**config.mk**
```make
export PLATFORM = sky130hd
export DESIGN_NAME = lif_array
export DESIGN_NICKNAME = d
export VERILOG_FILES = /design/src/rtl/lif_array.sv
export SDC_FILE = /design/constraint.sdc
export NUM_CORES = 1
export LEC_CHECK = 0
export BUFFER_PORTS_ARGS = -buffer_cell sky130_fd_sc_hd__buf_4
export CORE_MARGIN = 2
export CORE_UTILIZATION = 55
export DETAILED_ROUTE_END_ITERATION = 6
export HOLD_SLACK_MARGIN = 0.15
export PLACE_DENSITY = 0.74
export SETUP_SLACK_MARGIN = 0.2
export SLEW_MARGIN = 20
export SYNTH_ARGS = -nofsm -noshare
export SYNTH_HDL_FRONTEND = slang
export SYNTH_SLANG_ARGS = --single-unit
```
**constraint.sdc**
```tcl
create_clock -name clk -period 6.4 [get_ports clk]
set_input_delay 0 -clock clk [delete_from_list [all_inputs] [get_ports clk]]
set_output_delay 0 -clock clk [all_outputs]
set_load 0.02 [all_outputs]
```
**src/rtl/lif_array.sv**
```systemverilog
// lif_array: array of N leaky integrate-and-fire neurons with shared runtime config.
// Optional build macro LIF_SUBTRACT_RESET_EN selects reset-by-subtraction on fire
// (residue kept). Without it a firing neuron resets to zero.
module lif_array #(
    parameter int N          = 4,
    parameter int WIDTH      = 8,
    parameter int RWIDTH     = 4,
    parameter int THRESH_RST = 200,
    parameter int LEAK_RST   = 1,
    parameter int REFRAC_RST = 0
) (
    input  logic                 clk,
    input  logic                 reset,
    input  logic                 step,
    input  logic [N*WIDTH-1:0]   current,
    input  logic                 cfg_we,
    input  logic [WIDTH-1:0]     cfg_threshold,
    input  logic [2:0]           cfg_leak_shift,
    input  logic [RWIDTH-1:0]    cfg_refrac,
    output logic [N*WIDTH-1:0]   state,
    output logic [N-1:0]         spike,
    output logic [N-1:0]         refractory
);
    logic [WIDTH-1:0]    thr_q;
    logic [2:0]          leak_q;
    logic [RWIDTH-1:0]   refrac_q;
    logic [N*WIDTH-1:0]  state_q, state_d;
    logic [N*RWIDTH-1:0] cnt_q, cnt_d;
    logic [N-1:0]        spike_q, spike_d, refr_q, refr_d;

    for (genvar g = 0; g < N; g++) begin : g_n
        logic [WIDTH-1:0]  st, sat, fire_st;
        logic [WIDTH:0]    sum;
        logic [RWIDTH-1:0] cnt;
        logic              busy, fire;
        assign st   = state_q[g*WIDTH +: WIDTH];
        assign cnt  = cnt_q[g*RWIDTH +: RWIDTH];
        assign busy = cnt != '0;
        // A shift of WIDTH or more naturally yields zero, so no special case is needed.
        assign sum  = {1'b0, current[g*WIDTH +: WIDTH]} + {1'b0, st >> leak_q};
        assign sat  = sum[WIDTH] ? '1 : sum[WIDTH-1:0];
        assign fire = !busy && sat >= thr_q;
`ifdef LIF_SUBTRACT_RESET_EN
        assign fire_st = refrac_q != '0 ? '0 : sat - thr_q;
`else
        assign fire_st = '0;
`endif
        assign state_d[g*WIDTH +: WIDTH]  = !step ? st : busy ? '0 : fire ? fire_st : sat;
        assign cnt_d[g*RWIDTH +: RWIDTH]  = !step ? cnt : busy ? cnt - RWIDTH'(1) : fire ? refrac_q : cnt;
        assign spike_d[g] = step && fire;
        assign refr_d[g]  = cnt_d[g*RWIDTH +: RWIDTH] != '0;
    end

    // Config registers: a step in the same cycle still sees the old values.
    always_ff @(posedge clk or posedge reset) begin
        if (reset) begin
            thr_q    <= WIDTH'(THRESH_RST);
            leak_q   <= 3'(LEAK_RST);
            refrac_q <= RWIDTH'(REFRAC_RST);
        end else if (cfg_we) begin
            thr_q    <= cfg_threshold;
            leak_q   <= cfg_leak_shift;
            refrac_q <= cfg_refrac;
        end
    end

    // Neuron state, refractory counters and single-cycle spike outputs.
    always_ff @(posedge clk or posedge reset) begin
        if (reset) begin
            state_q <= '0;
            cnt_q   <= '0;
            spike_q <= '0;
            refr_q  <= '0;
        end else begin
            state_q <= state_d;
            cnt_q   <= cnt_d;
            spike_q <= spike_d;
            refr_q  <= refr_d;
        end
    end

    assign state      = state_q;
    assign spike      = spike_q;
    assign refractory = refr_q;
endmodule

```
==> summary.md, run 1 <==
| Metric | Value |
|---|---|
| Hold Crit Start | current[29] |
| Final Skew | approximately 14 ps |
| Most common cell after layout, fill and taps aside | buf_4 |
| Prevailing post-synth register cell | dfrtp_1 |
| Vert. Die Dim | around 110 um |
| Vias in the first global route | approximately 5.6k |
| Max clock buf depth | 2 |
| Min Tclk post-route | between 5000 and 6000 ps |
| Hold Path Stages | 4 |
| Vias per inst | 6.06 |
| Asr flop ratio synth | 100% |
| Initial DRC Count | ~410 |
| Post-synth top area cell | dfrtp_1 |
| Pre-Repair DR Iteration Count | 5 |
| Register-to-register setup slack | roughly 610 ps |
| Rows | 37 |
| Yosys warnings | 0 |
| CTS H-Tree Depth | 3 |
| Worst min-delay path class | input pin to flip-flop |
| Clk_lat worst skew | between 300 and 400 ps |
| Leakage | roughly 3.6 nW |
| Critical Path AT | around 6100 ps |
| Initial antenna violation count | 0 |
| Final hold violation count | 0 |
| R2R Path Start | leak_q[0]$_DFFE_PP1P_ |
| IO buf count | 90 |
| # resized after CTS | 0 |
| Synth Instances | ~700 |
| Cell Pwr Density | 272 nW/um^2 |
| Largest net degree at the start of global routing | 72 |
| Reg2reg path depth | 17 |
| CTS Root Cell | clkbuf_8 |
| Syn Std Cell Area | slightly below 6000 um^2 |
| Routed Antenna Nets | 0 |
| Io pins | 91 |
| Total GRT Usage | 29.6% |
| Fraction of layout cells with a size suffix above 1 | about 17% |
| Vias | about 5.9k |
| Slew @ Worst Pin | between 900 and 1000 ps |
| Most frequent cells in the layout | buf_4, nand2_1, ha_1 |
| Critical path type | flip-flop to flip-flop |
| Setup ws final | ~610 ps |
| Most frequent CP cell | o21ai_0 |
| Cts bufs inserted | 9 |
| F_max | roughly 170 MHz |
| Average size of a mapped cell | approximately 8.4 um^2 |
| Final Cycle Share | between 90 and 100% |
| Setup crit end kind | flip-flop |
| First-pass GRT wire length | about 27 mm |
| DP Wirelength | about 12 mm |
| Status | finished, final reports clean |
| Top cells by area, synth | dfrtp_1, ha_1, o21ai_0 |
| R2r endpoint | state[9]$_DFFE_PP0P_ |
| Worst Hold End | state[29]$_DFFE_PP0P_ |
| Clock slew at reported path FFs | 90 ps |
| Drt wl/cell | between 15 and 20 um |
| Synthesized Nets | around 830 |
| Slew margin rel. | 37.8% |
| Sum of negative setup slack | 0 ps |
| Initial Util | between 50% and 60% |
| CP startpoint kind | flip-flop |
| CP required | between 6000 and 7000 ps |
| NumNets Final | about 960 |
| Placement Setup Slack | around 760 ps |
| Filler Cells Inserted | 829 |
| CP cell instances | mux2_2 > nor2_1 > a21oi_1 > nand2_1 > o21ai_0 > ha_1 > fa_1 > a211oi_2 > o21bai_2 > a2111oi_4 > o21ai_0 > ha_1 > a211oi_1 > o21ai_0 > a21oi_1 > and3_1 > a22o_1 |
| Flops & latches, synth | slightly above 70 |
| EDFF count, synth | 0 |
| Final setup viols | 0 |
| Gr ovfl total | 0 |
| N_diodes | 0 |
| Critical path's slowest cell | dfstp_2 |
| Placer congestion estimate | roughly 0.93 |
| Share of the synthesized area in the top cell type | 28.2% |
| IR drop worst, VDD | approximately 0.18 mV |
| Sequential area share after synthesis | about 30% |
| Min Hold Slack | about 160 ps |
| Detailed Route WL | approximately 17 mm |
| Die Width | around 110 um |
| Max cap viols | 0 |
| DIE AREA | 11700 um^2 |
| Max Transition Viols Final | 0 |
| Largest fanout on the critical path | 38 |
| Worst stage delay on the critical path | roughly 1100 ps |
| DR DRC count | 0 |
| Core area | 10400 um^2 |
| CTS tree | done |
| Area growth from synthesis to layout | 23.9% |
| Post-CTS Setup Inserts | 0 |
| Worst setup startpoint | leak_q[0]$_DFFE_PP1P_ |
| Fin util | 70.8% |
| Clock sinks | between 70 and 80 |
| Library cells used by synthesis | 54 |
| RSZ-0062 raised after global routing | false |
==> per-layer routing <==
metal,wire (um),up-vias,global-route usage (%)
li1,-,2804,-
met1,7400,2831,39.7
met2,7970,233,48.9
met3,1170,39,3.80
met4,388,0,11.4
met5,0,-,0
==> repair_timing <==
item	CTS	global route
hold endpoints to repair	95	0
hold buffers	47	0
endpoints found under the setup margin	0	0
==> critical path, delay by kind of cell, from the launching register on <==
kind | cells | cell delay, ps
flip-flops | 1 | 1120
adder cells (fa/ha/maj) | 3 | 1070
AO/OA/AOI/OAI | 10 | 2500
multiplexers | 1 | 430
AND/OR/NAND/NOR | 3 | 570
==> synthesized netlist by cell type (13+ instances only) <==
cell type and number:
o21ai_0 60, o22ai_1 16, a21o_1 13, a21oi_1 57, nor2_1 65, nor2b_1 13
nor3_1 18, clkbuf_1 25, nand2_1 76, mux2_2 15, a22o_1 17, inv_1 43
dfrtp_1 67, ha_1 68, mux2i_1 21
==> where the power goes <==
group	total, mW	switching, mW	internal, mW
clock network	0.355	0.198	0.157
logic	0.987	0.556	0.431
registers	0.663	0.112	0.551
==> worst max path at each step <==
stage | to | slack, ps | cells after the start
after floorplan | state[10]$_DFFE_PP0P_ | 1680 | 19
after global placement | state[9]$_DFFE_PP0P_ | 890 | 17
after detailed placement | state[11]$_DFFE_PP0P_ | 760 | 17
after CTS | state[11]$_DFFE_PP0P_ | 730 | 17
after global routing | state[9]$_DFFE_PP0P_ | 270 | 17
final | state[9]$_DFFE_PP0P_ | 610 | 17
==> cells by family (layout without fill, tap and decap cells) <==
| group | count (synthesis) | after routing | synth area share [%] |
|---|---|---|---|
| adder cells (fa/ha/maj) | 72 | 72 | 15.6 |
| AND/OR/NAND/NOR | 221 | 221 | 17.3 |
| XOR/XNOR | 10 | 10 | 1.47 |
| AO/OA/AOI/OAI | 227 | 227 | 24.6 |
| buffers and inverters | 73 | 201 | 4.64 |
| flip-flops | 71 | 71 | 29.9 |
| multiplexers | 36 | 36 | 6.37 |
==> metrics by stage <==
step | instance area, um^2 | cells | total power [mW]
finish | 7380 | 974 | 2.01
floorplan | 5950 | 710 | 1.33
CTS | 7380 | 974 | 1.99
global placement | 6720 | 911 | 1.57
detailed placement | 6720 | 911 | 1.61
global route | 7380 | 974 | 2.16
==> final cells by class <==
cell class                 instances  area, um^2  share of cell area [%]
tap                              136         170                    2.31
timing repair buffer             141        1180                    15.9
clock inverter                     6        50.0                   0.679
multi-input combinational        566        3890                    52.8
clock buffer                      10         138                    1.87
sequential                        71        1780                    24.2
inverter                          44         165                    2.24
==> registers in the layout (all words and copies together) (netlist names) <==
signal and cells:
spike 4, refrac_q 4, cnt_q 16, state 32
refractory 4, thr_q 8, leak_q 3
Note: power is estimated with default switching activity, not from simulation.
==> run 2, diff against run 1 <==
--- a/config.mk
+++ b/config.mk
@@ -5,12 +5,13 @@
 export SDC_FILE = /design/constraint.sdc
 export NUM_CORES = 1
 export LEC_CHECK = 0
+export ABC_AREA = 1
 export BUFFER_PORTS_ARGS = -buffer_cell sky130_fd_sc_hd__buf_4
 export CORE_MARGIN = 2
 export CORE_UTILIZATION = 55
 export DETAILED_ROUTE_END_ITERATION = 6
 export HOLD_SLACK_MARGIN = 0.15
-export PLACE_DENSITY = 0.74
+export PLACE_DENSITY = 0.73
 export SETUP_SLACK_MARGIN = 0.2
 export SLEW_MARGIN = 20
 export SYNTH_ARGS = -nofsm -noshare
==> summary.md, run 2 <==
| Metric | Value |
|---|---|
| Placer congestion estimate | 0.909 (was 0.933) |
| Pre-Repair DR Iteration Count | 5 (unchanged) |
| Critical path type | flip-flop to flip-flop (unchanged) |
| IR drop worst, VDD | 0.185 mV (was 0.181 mV) |
| EDFF count, synth | 0 (unchanged) |
| CTS Root Cell | clkbuf_16 (was clkbuf_8) |
| Average size of a mapped cell | 6.76 um^2 (was 8.38 um^2) |
| Leakage | 4.12 nW (was 3.57 nW) |
| Yosys warnings | 0 (unchanged) |
| Logic pwr share | 47.9% (was 49.2%) |
| Cell Pwr Density | 273 nW/um^2 (was 272 nW/um^2) |
| IO buf count | 90 (unchanged) |
| CTS tree | done (unchanged) |
| Post-synth top cells | nand2_1, inv_1, nand3_1, o21ai_0, ha_1 (was nand2_1, ha_1, dfrtp_1) |
| Die Width | 110 um (was 108 um) |
| Initial antenna violation count | 0 (unchanged) |
| Io pins | 91 (unchanged) |
| N_diodes | 0 (unchanged) |
| Setup crit end kind | flip-flop (unchanged) |
| Vert. Die Dim | 110 um (was 108 um) |
| CP required | 6600 ps (was 6700 ps) |
| Clock sinks | 71 (unchanged) |
| Share of the synthesized area in the top cell type | 26.9% (was 28.2%) |
| Status | finished, final reports clean (unchanged) |
| Vias in the first global route | 5938 (was 5634) |
| Asr flop ratio synth | 100% (unchanged) |
| Vias per inst | 5.40 (was 6.06) |
| Sw power | 0.913 mW (was 0.867 mW) |
| Synthesized Nets | 1045 (was 833) |
| Largest register FFs | 32 (unchanged) |
| Design Area, Final | 7730 um^2 (was 7380 um^2) |
| Initial DRC Count | 449 (was 414) |
| Area growth from synthesis to layout | 24.1% (was 23.9%) |
| Flops & latches, synth | 71 (unchanged) |
| Slew margin rel. | 40.7% (was 37.8%) |
| # resized after CTS | 0 (unchanged) |
| CTS Hold Buffers Added | 48 (was 47) |
| Most common cell after layout, fill and taps aside | nand2_1 (was buf_4) |
| Final setup viols | 0 (unchanged) |
| Drt wl/cell | 14.2 um (was 17.4 um) |
| Synth Instances | 922 (was 710) |
| Worst min-delay path class | input pin to flip-flop (unchanged) |
| Initial Util | 57.0% (was 57.2%) |
| Cts bufs inserted | 9 (unchanged) |
| DR DRC count | 0 (unchanged) |
| Final hold violation count | 0 (unchanged) |
| Most common cell in the netlist | nand2_1 (unchanged) |
| Library cells used by synthesis | 38 (was 54) |
| DIE AREA | 12200 um^2 (was 11700 um^2) |
| Switching share of power | 43.2% (about the same) |
| Most frequent cells in the layout | nand2_1, inv_1, buf_4 (was buf_4, nand2_1, ha_1) |
| Prevailing post-synth register cell | dfrtp_1 (unchanged) |
| Final Skew | 10.8 ps (was 13.7 ps) |
| Max Transition Viols Final | 0 (unchanged) |
| Largest fanout on the critical path | 27 (was 38) |
| First-pass GRT wire length | 28.0 mm (was 27.1 mm) |
| Post-synth top area cell | dfrtp_1 (unchanged) |
| Reg2reg path depth | 23 (was 17) |
| CTS H-Tree Depth | 3 (unchanged) |
| Detailed Route WL | 16.9 mm (about the same) |
| Gr ovfl total | 0 (unchanged) |
| Rows | 38 (was 37) |
| NumNets Final | 1169 (was 956) |
| Post-CTS Setup Inserts | 0 (unchanged) |
| Total GRT Usage | 27.8% (was 29.6%) |
| Routed Antenna Nets | 0 (unchanged) |
| Fraction of layout cells with a size suffix above 1 | 13.9% (was 17.1%) |
| F_max | 208 MHz (was 173 MHz) |
| Sequential fraction of design power | 29.2% (was 33.1%) |
| Hold Path Stages | 4 (unchanged) |
| Top cells by area, synth | dfrtp_1, nand2_1, ha_1 (was dfrtp_1, ha_1, o21ai_0) |
| CP startpoint kind | flip-flop (unchanged) |
| Max cap viols | 0 (unchanged) |
| Slew @ Worst Pin | 890 ps (was 933 ps) |
| Min Tclk post-route | 4810 ps (was 5790 ps) |
| Syn Std Cell Area | 6230 um^2 (was 5950 um^2) |
| Vias | 6436 (was 5907) |
| Largest net degree at the start of global routing | 72 (unchanged) |
| Placed inst area | 6960 um^2 (was 6720 um^2) |
| Clk_lat worst skew | 340 ps (was 370 ps) |
| Core area | 10900 um^2 (was 10400 um^2) |
| Clock slew at reported path FFs | 70 ps (was 90 ps) |
| RSZ-0062 raised after global routing | false (unchanged) |
| Critical Path AT | 5010 ps (was 6090 ps) |
| Max clock buf depth | 2 (unchanged) |
| Sum of negative setup slack | 0 ps (unchanged) |
| Final Cycle Share | 75.2% (was 90.5%) |
| Int Pwr | 1.20 mW (was 1.14 mW) |
| Sequential area share after synthesis | 28.6% (was 29.9%) |
| DP Wirelength | 12.2 mm (was 12.1 mm) |
| Clock power frac | 23.0% (was 17.7%) |
## run 2: changes by cell type in the layout (fill, tap and decap cells not counted), moves of 11 or more
| cell | previous run | this run |
|---|---|---|
| nand2_1 | 76 | 255 |
| inv_1 | 42 | 133 |
| nand3_1 | 5 | 79 |
| o21ai_0 | 60 | 79 |
| a22o_1 | 17 | 0 |
| mux2i_1 | 21 | 6 |
| mux2_2 | 15 | 2 |
| nor2b_1 | 13 | 0 |
| a211oi_1 | 11 | 0 |
## run 2: power groups by stage
stage               clock [mW]  sequential, mW  combinational (mW)
floorplan                    0           0.634               0.691
global placement             0           0.621               0.953
detailed placement           0           0.621               0.962
CTS                      0.489           0.614               0.997
global route             0.507           0.629                1.15
finish                   0.485           0.616                1.01
## run 2: cells by family after synthesis
family | synth area share (%)
compound gates | 14.6
xor+xnor | 0.141
fa+ha+maj | 14.9
simple gates | 29.9
mux | 1.33
buf+inv | 10.5
flops | 28.6
## run 2: per-layer routing
layer / share of wire, % / vias up / track usage, % / routed length (um)
met5: 0 / - / 0 / 0
met4: 2.2 / 0 / 10.1 / 375
met3: 6.2 / 36 / 3.07 / 1050
met2: 46 / 231 / 45.2 / 7840
met1: 45 / 2899 / 38.5 / 7640
li1: - / 3270 / - / -
## run 2: through the flow
step | cells | hold WS (ps) | total power [mW] | util, % | setup slack (ps)
finish | 1191 | 159 | 2.11 | 70.7 | 1590
global route | 1191 | 208 | 2.29 | 70.7 | 1120
CTS | 1191 | 151 | 2.10 | 70.7 | 1630
detailed placement | 1127 | 213 | 1.58 | 63.7 | 1640
global placement | 1127 | 211 | 1.57 | 63.7 | 1710
floorplan | 922 | 116 | 1.32 | - | 2800
## run 2: worst paths after layout
| kind | slack [ps] | endpoint | from |
|---|---|---|---|
| max in group asynchronous | 5310 | state[30]$_DFFE_PP0P_ | reset |
| worst min register to register | 540 | state[24]$_DFFE_PP0P_ | state[24]$_DFFE_PP0P_ |
| worst max-delay path | 1590 | state[31]$_DFFE_PP0P_ | leak_q[1]$_DFFE_PP0P_ |
| worst min-delay path | 160 | state[9]$_DFFE_PP0P_ | current[9] |
| min in group asynchronous | 510 | cnt_q[4]$_DFF_PP0_ | reset |
| worst max register to register | 1590 | state[31]$_DFFE_PP0P_ | leak_q[1]$_DFFE_PP0P_ |
## run 2: layout make-up
| type | instances | area, um^2 |
|---|---|---|
| Clock buffer | 9 | 225 |
| Clock inverter | 7 | 61.3 |
| Fill cell | 950 | 3210 |
| Inverter | 138 | 520 |
| Multi-Input combinational cell | 686 | 3790 |
| Sequential cell | 71 | 1780 |
| Tap cell | 140 | 175 |
| Timing Repair Buffer | 140 | 1170 |
## run 2: critical path, cell delays in order (launching register included)
cell,delay (ps)
dfrtp_1,850
inv_1,510
o21ai_0,350
o21ai_0,130
ha_1,260
fa_1,420
nand3_1,130
nand3_1,110
nand2_1,100
nand2_2,90
a21oi_1,250
inv_1,80
ha_1,300
nand2_1,70
nor2_1,100
nor2_1,50
nand2_1,70
nand2_1,130
nand2_2,130
inv_1,60
nand2_1,210
inv_1,130
nand2_1,80
o21ai_0,80
==> run 3, diff against run 2 <==
==> constraint.sdc (replaced) <==
create_clock -name clk -period 5 [get_ports clk]
set_input_delay 0 -clock clk [delete_from_list [all_inputs] [get_ports clk]]
set_output_delay 0 -clock clk [all_outputs]
set_load 0.02 [all_outputs]
==> summary.md, run 3 (synthesis results as in run 2) <==
| Metric | Value |
|---|---|
| Status | finished, final reports clean (unchanged) |
| Post-CTS Setup Inserts | 0 (unchanged) |
| Fin util | 71.4% (was 70.7%) |
| Placer congestion estimate | 0.902 (was 0.909) |
| Vert. Die Dim | 110 um (unchanged) |
| Filler Cells Inserted | 930 (was 950) |
| Most frequent CP cell | nand2_1 (unchanged) |
| Core area | 10900 um^2 (unchanged) |
| Drt wl/cell | 14.4 um (was 14.2 um) |
| Gr ovfl total | 0 (unchanged) |
| Clk_lat worst skew | 330 ps (was 340 ps) |
| Slew @ Worst Pin | 896 ps (was 890 ps) |
| Total power | 2.79 mW (was 2.11 mW) |
| Clock slew at reported path FFs | 60 ps (was 70 ps) |
| Min Tclk post-route | 4260 ps (was 4810 ps) |
| Worst min-delay path class | input pin to flip-flop (unchanged) |
| CP required | 5190 ps (was 6600 ps) |
| Critical path type | flip-flop to flip-flop (unchanged) |
| Max clock buf depth | 2 (unchanged) |
| Final setup viols | 0 (unchanged) |
| CTS Root Cell | clkbuf_16 (unchanged) |
| Leakage | 4.16 nW (was 4.12 nW) |
| Rows | 38 (unchanged) |
| DIE AREA | 12200 um^2 (unchanged) |
| Cts bufs inserted | 9 (unchanged) |
| Worst setup startpoint | leak_q[1]$_DFFE_PP0P_ (unchanged) |
| NumNets Final | 1174 (was 1169) |
| DR DRC count | 0 (unchanged) |
| Pre-Repair DR Iteration Count | 7 (was 5) |
| Design Area, Final | 7810 um^2 (was 7730 um^2) |
| Setup ws final | 737 ps (was 1590 ps) |
| Vias per inst | 5.37 (was 5.40) |
| Largest fanout on the critical path | 27 (unchanged) |
| IO buf count | 90 (unchanged) |
| Io pins | 91 (unchanged) |
| Hold Crit Start | current[25] (was current[9]) |
| Final Cycle Share | 85.3% (was 75.2%) |
| Initial antenna violation count | 0 (unchanged) |
| Detailed Route WL | 17.2 mm (was 16.9 mm) |
| Initial DRC Count | 485 (was 449) |
| RSZ-0062 raised after global routing | false (unchanged) |
| Worst stage delay on the critical path | 400 ps (was 850 ps) |
| Final hold violation count | 0 (unchanged) |
| N_diodes | 0 (unchanged) |
| Fraction of layout cells with a size suffix above 1 | 14.1% (was 13.9%) |
| Max cap viols | 0 (unchanged) |
| Most common cell after layout, fill and taps aside | nand2_1 (unchanged) |
| Placed inst area | 6990 um^2 (was 6960 um^2) |
| Vias in the first global route | 6069 (was 5938) |
| Initial Util | 57.0% (unchanged) |
| DP Wirelength | 12.3 mm (was 12.2 mm) |
| Placement Setup Slack | 614 ps (was 1640 ps) |
| R2R Path Start | leak_q[1]$_DFFE_PP0P_ (unchanged) |
| CTS H-Tree Depth | 3 (unchanged) |
| CTS tree | done (unchanged) |
| Critical Path AT | 4460 ps (was 5010 ps) |
| F_max | 235 MHz (was 208 MHz) |
| Most frequent cells in the layout | nand2_1, inv_1, buf_4 (unchanged) |
| Final Skew | 5.76 ps (was 10.8 ps) |
| IR drop worst, VDD | 0.308 mV (was 0.185 mV) |
| Vias | 6424 (was 6436) |
| First-pass GRT wire length | 29.0 mm (was 28.0 mm) |
| Total GRT Usage | 28.6% (was 27.8%) |
| Cell Pwr Density | 357 nW/um^2 (was 273 nW/um^2) |
| Max Transition Viols Final | 0 (unchanged) |
| Sum of negative setup slack | 0 ps (unchanged) |
| Largest register FFs | 32 (unchanged) |
| Routed Antenna Nets | 0 (unchanged) |
| Largest net degree at the start of global routing | 72 (unchanged) |
| Setup crit end kind | flip-flop (unchanged) |
| Critical path's slowest cell | fa_1 (was dfrtp_1) |
| Die Width | 110 um (unchanged) |
| Clock sinks | 71 (unchanged) |
| CP startpoint kind | flip-flop (unchanged) |
| Slew margin rel. | 40.3% (was 40.7%) |
| Area growth from synthesis to layout | 25.4% (was 24.1%) |
## run 3: per-layer routing
layer	up-vias	wire (um)	GRT usage (%)
li1	3259	-	-
met1	2912	8100	40.5
met2	220	7780	45.2
met3	33	1000	3.46
met4	0	357	9.75
met5	-	0	0
## run 3: area by class of cell
cell class | instances | area (um^2) | share of cell area (%)
clock inverter | 6 | 93.8 | 1.20
multi-input combinational | 686 | 3790 | 48.6
clock buffer | 10 | 229 | 2.93
sequential | 71 | 1780 | 22.8
tap | 140 | 175 | 2.24
inverter | 138 | 520 | 6.67
timing repair buffer | 145 | 1210 | 15.6
## run 3: worst max-delay path: cells and delay by family (launching register included)
family                   cells  cell delay (ps)
adder cells (fa/ha/maj)      3              910
AO/OA/AOI/OAI                4              540
AND/OR/NAND/NOR             13             1240
buffers and inverters        6             1020
flip-flops                   1              360
## run 3: repair_timing
action                                 4_1_cts  5_1_grt
endpoints found under the hold margin       98        0
hold buffers                                49        0
setup endpoints to repair                    0       10
resized for setup                            0        2
## run 3: worst paths after layout
path	end	slack [ps]	depth (start not counted)
worst max-delay path	state[29]$_DFFE_PP0P_	740	26
worst min-delay path	state[25]$_DFFE_PP0P_	160	4
worst max register to register	state[29]$_DFFE_PP0P_	740	26
worst min register to register	state[16]$_DFFE_PP0P_	530	2
max in group asynchronous	state[29]$_DFFE_PP0P_	3900	4
min in group asynchronous	spike[0]$_DFF_PP0_	500	4
## run 3: through the flow
step,hold slack [ps],cells
after floorplan,116,922
after global placement,207,1131
after detailed placement,206,1131
after CTS,161,1196
after global routing,187,1196
final,156,1196
## run 3: report_power, final
| group | internal [mW] | switching [mW] | leakage (nW) |
|---|---|---|---|
| clock network | 0.440 | 0.250 | 0.153 |
| logic | 0.505 | 0.809 | 3.10 |
| registers | 0.690 | 0.0916 | 0.901 |
| total | 1.64 | 1.15 | 4.16 |
